--- src/rtl/fp_add_seq.sv ---
// fp_add_seq: initiator-side sequencer for a pipelined FP32 adder.
// Accepts `len` FP32 terms one at a time and issues each to the adder.
// Each adder result becomes the next op_1, so the block forms a running sum.
// It reports the final sum with a one-cycle done pulse.
// No arithmetic is performed here; the accumulator is a bit-exact copy of
// whatever the adder returns.
//
// Ports:
//   clk, reset          : rising-edge clock, asynchronous active-high reset
//   start, len          : begin a reduction of `len` terms (sampled in IDLE)
//   in_data/valid/ready : term input handshake (in_ready registered)
//   add_op_1/op_2/en    : adder operands and issue strobe
//   add_res/val         : adder result and result-valid pulse
//   sum, done           : final sum (held) and completion pulse
//   busy, err           : not-idle flag and sticky timeout flag
module fp_add_seq #(
  parameter int CNT_W   = 8,
  parameter int TIMEOUT = 64
) (
  input  logic             clk,
  input  logic             reset,
  input  logic             start,
  input  logic [CNT_W-1:0] len,
  input  logic [31:0]      in_data,
  input  logic             in_valid,
  output logic             in_ready,
  output logic [31:0]      add_op_1,
  output logic [31:0]      add_op_2,
  output logic             add_en,
  input  logic [31:0]      add_res,
  input  logic             add_val,
  output logic [31:0]      sum,
  output logic             done,
  output logic             busy,
  output logic             err
);

  localparam logic [2:0] S_IDLE  = 3'd0;
  localparam logic [2:0] S_FETCH = 3'd1;
  localparam logic [2:0] S_ISSUE = 3'd2;
  localparam logic [2:0] S_WAIT  = 3'd3;
  localparam logic [2:0] S_DONE  = 3'd4;

  localparam int TW = $clog2(TIMEOUT + 1);
  localparam logic [TW-1:0]    T_ZERO   = {TW{1'b0}};
  localparam logic [TW-1:0]    T_ONE    = {{(TW-1){1'b0}}, 1'b1};
  // Last WAIT cycle index; reaching it without add_val ends the wait.
  localparam logic [TW-1:0]    T_LAST   = TW'(TIMEOUT - 1);
  localparam logic [CNT_W-1:0] CNT_ZERO = {CNT_W{1'b0}};
  localparam logic [CNT_W-1:0] CNT_ONE  = {{(CNT_W-1){1'b0}}, 1'b1};

  logic [2:0]       state_r;
  logic [CNT_W-1:0] cnt_r;
  logic [31:0]      acc_r;
  logic [TW-1:0]    tcnt_r;

  // Sequencer FSM, accumulator, counters and all registered outputs
  always_ff @(posedge clk or posedge reset) begin
    if (reset) begin
      state_r  <= S_IDLE;
      cnt_r    <= CNT_ZERO;
      acc_r    <= 32'h0000_0000;
      tcnt_r   <= T_ZERO;
      in_ready <= 1'b0;
      add_op_1 <= 32'h0000_0000;
      add_op_2 <= 32'h0000_0000;
      add_en   <= 1'b0;
      sum      <= 32'h0000_0000;
      done     <= 1'b0;
      busy     <= 1'b0;
      err      <= 1'b0;
    end else begin
      done <= 1'b0;
      case (state_r)
        S_IDLE: begin
          if (start) begin
            cnt_r <= len;
            acc_r <= 32'h0000_0000;
            err   <= 1'b0;
            busy  <= 1'b1;
            // A zero-length reduction never touches the counter or the adder.
            if (len == CNT_ZERO) begin
              state_r <= S_DONE;
            end else begin
              state_r  <= S_FETCH;
              in_ready <= 1'b1;
            end
          end else begin
            state_r <= S_IDLE;
          end
        end
        S_FETCH: begin
          // Operands are loaded here so they are valid during the ISSUE cycle.
          if (in_valid && in_ready) begin
            add_op_1 <= acc_r;
            add_op_2 <= in_data;
            add_en   <= 1'b1;
            in_ready <= 1'b0;
            state_r  <= S_ISSUE;
          end else begin
            state_r <= S_FETCH;
          end
        end
        S_ISSUE: begin
          add_en  <= 1'b0;
          tcnt_r  <= T_ZERO;
          state_r <= S_WAIT;
        end
        S_WAIT: begin
          // add_val takes priority over a timeout in the same cycle.
          if (add_val) begin
            acc_r <= add_res;
            cnt_r <= cnt_r - CNT_ONE;
            if (cnt_r == CNT_ONE) begin
              state_r <= S_DONE;
            end else begin
              state_r  <= S_FETCH;
              in_ready <= 1'b1;
            end
          end else if (tcnt_r == T_LAST) begin
            err     <= 1'b1;
            state_r <= S_DONE;
          end else begin
            tcnt_r <= tcnt_r + T_ONE;
          end
        end
        S_DONE: begin
          sum     <= acc_r;
          done    <= 1'b1;
          busy    <= 1'b0;
          state_r <= S_IDLE;
        end
        default: begin
          state_r  <= S_IDLE;
          in_ready <= 1'b0;
          add_en   <= 1'b0;
          busy     <= 1'b0;
        end
      endcase
    end
  end

endmodule

--- config.mk ---
export PLATFORM = sky130hd
export DESIGN_NAME = fp_add_seq
export DESIGN_NICKNAME = d
export VERILOG_FILES = /design/src/rtl/fp_add_seq.sv
export SDC_FILE = /design/constraint.sdc
export NUM_CORES = 1
export LEC_CHECK = 0
export BUFFER_PORTS_ARGS = -buffer_cell sky130_fd_sc_hd__buf_4
export CORE_ASPECT_RATIO = 1.1
export CORE_MARGIN = 4
export CORE_UTILIZATION = 40
export CTS_CLUSTER_DIAMETER = 50
export DETAILED_ROUTE_END_ITERATION = 8
export GPL_ROUTABILITY_DRIVEN = 0
export GPL_TIMING_DRIVEN = 0
export MAX_ROUTING_LAYER = met4
export PLACE_DENSITY_LB_ADDON = 0.15
export SKIP_CTS_REPAIR_TIMING = 1
export SYNTH_ARGS = -nofsm -noshare
export SYNTH_HDL_FRONTEND = slang
export SYNTH_SLANG_ARGS = --single-unit
--- constraint.sdc ---
create_clock -name clk -period 5.05 [get_ports clk]
set_clock_uncertainty 0.05 [all_clocks]
set_input_delay 1.01 -clock clk [delete_from_list [all_inputs] [get_ports clk]]
set_output_delay 1.01 -clock clk [all_outputs]
set_load 0.1 [all_outputs]
==> results.toml <==
[drt]
met1_length_um = 6430
met2WireLength_um = 7410
first_pass_iters = 4
viasPerCell = 5.00
route.met3.wl_um = 951
remaining_drc_errors = 0
drtIter0Drc = 157
via_count = 4501
avgRoutedWirePerCell_um = 16.8
top_layer = "met4"
drt.antenna.violating_nets = 0
routed_wl_um = 15100

[critical_path]
crit_fanout = 10
crit_type = "input port to flip-flop"
cp.arrival_ns = 2.49
crit_start = "in_valid"
r2r_start = "state_r[1]"
slowest_stage = "mux2_2"
cp-end-kind = "flip-flop"
critPathLaunchType = "input port"
critPathMostFrequentCell = "buf_4"
crit_required_ns = 5.30
path_cells = "buf_4 > nand2_1 > nor4b_2 > buf_2 > buf_4 > mux2_2"
slowest_delay_ns = 0.36
worst-path-buf-inv = 3
crit_family = "buffers and inverters"

[clock_network]
path_clk_slew_ns = 0.06
cts_max_level = 4
cts_tree = "done"
clk_latency_ns = 0.42
numCtsBuffers = 17
cts-root-buf = "clkbuf_16"
clk_path_buf_depth = 2
cts.sinks = 151

[sta]
setup_tns_ns = 0
setup_viol = 0
final-hold-violation-count = 0
maxSlewHeadroom_pct = 58.1
period_share_pct = 44.4
fin_crit_ns = 2.24
fmax_ghz = 0.446
rsz0062_at_grt = "false"
tightestPinTransition_ns = 0.625
final_max_slew_viol_count = 0

[synth]
synth_area_leaders = "dfrtp_1 61%, mux2_2 18%, nand2_1 4.6%"
avgSynthCellArea_um2 = 12.6
yosysTopAreaCell = "dfrtp_1"
ys_ff_latch = 151
postSynth.asyncResetShare_pct = 100
muxShareOfSynthArea_pct = 17.9
yosys.area_share.simple_pct = 11.4
synth.distinct_cells = 47
synth_edf_count = 0
synth_xor_area_share_pct = 0
ys_warn_count = 0
synth_nets = 571
synth_fa_ha_area_share_pct = 0.607
synth.top_cell.area_share_pct = 61.1
synth_top_family_by_area = "multiplexers"
syn_inst = 491
yosysSeqAreaShare_pct = 61.1
syn_area_um2 = 6180
synth_flop_cell = "dfrtp_1"
synth-compound-area-share_pct = 5.50

[global_routing]
grt_pass1_vias = 4754
grt_pass1_wl_um = 24700
overflow = 0
grt_start_max_net_pins = 45
grt_antenna_before_repair = 0
grt_usage_pct = 18.2

[floorplan]
initial_core_util_pct = 40.9
dieArea_um2 = 17500
core-area_um2 = 15100
die_h_um = 138
rows = 47
die_w_um = 127
ioPinCount = 178

[hold_path]
hold_path_startpoint = "acc_r[20]"
worstHoldPathType = "flip-flop to flip-flop"

[outcome]
status = "finished, final reports clean"

[placed_design]
dpl_cell_area_um2 = 7840
port_buffers = 177
hpwl_um = 11200

[final_layout]
drive_gt1_share_pct = 48.0
design_area_um2 = 8420
post-route-util_pct = 55.7
antenna_cells = 0
area_delta_synth_final_pct = 36.3
fin_nets = 771

[run]
cap_violations = 0
worst reg2reg max path, cell delays in order, from the launching register on:
cell     delay, ns
dfrtp_1       0.44
buf_2         0.21
nor3_2        0.54
buf_4         0.32
mux2_2        0.36
final timing paths:
path                                end  slack [ns]  depth (start not counted)
min in group asynchronous   add_op_2[8]        0.53                          2
hold / removal                acc_r[20]        0.43                          2
setup / recovery           add_op_1[17]        2.81                          6
setup reg to reg                sum[26]        3.02                          4
max in group asynchronous      cnt_r[6]        3.64                          4
hold reg to reg               acc_r[20]        0.43                          2
per-layer routing:
metal | vias up | global-route usage [%]
met3 | 31 | 4.36
met4 | 0 | 6.72
met2 | 152 | 29.0
met5 | - | -
li1 | 2124 | -
met1 | 2194 | 22.7
layout by cell type, fill, tap and decap left out, types with 5 or more instances in the layout:
cell type   instances
clkinvlp_4          5
dfrtp_1           151
mux2_2             98
buf_2              10
inv_1               8
nand3_1            41
o21ai_1             7
nor2_1              9
nand2_1            75
clkbuf_16          17
clkbuf_1            6
buf_6               5
nor4_1              5
o21ai_0             8
buf_4             185
a21oi_1             9
logic make-up after synthesis:
kind of cell	count (synthesis)
and+or+nand+nor	150
buffers and inverters	37
muxes	98
AOI/OAI and AO/OA	52
DFF	151
adders and majority gates	3
area by class of cell:
type / instances / area, um2
Buffer: 28 / 185
Timing Repair Buffer: 181 / 1410
Tap cell: 196 / 245
Fill cell: 1311 / 6690
Inverter: 9 / 37.5
Sequential cell: 151 / 3780
Clock inverter: 12 / 128
Multi-Input combinational cell: 303 / 2180
Clock buffer: 20 / 457
through the flow:
stage	hold slack [ns]	std cells	setup WS (ns)
after floorplan	0.398	491	2.09
after global placement	0.413	864	1.23
after detailed placement	0.424	868	2.36
after CTS	0.436	900	2.80
after global routing	0.458	900	2.70
final	0.431	900	2.81
state kept, by name, indices dropped and copies added (netlist names):
register	cells
state_r	3
done	1
add_en	1
err	1
add_op_2	32
add_op_1	32
in_ready	1
cnt_r	8
acc_r	32
sum	32
busy	1
tcnt_r	7
synth_stat cells, types with 7 or more instances:
master,number
dfrtp_1,151
mux2_2,98
nand2_1,75
nand3_1,41
buf_2,10
a21oi_1,9
inv_1,9
nor2_1,9
buf_4,8
o21ai_0,8
o21ai_1,7
Power is left out: the tool's default activity adds up to more than one toggle a clock period on the data nets, which glitch-free logic cannot reach.
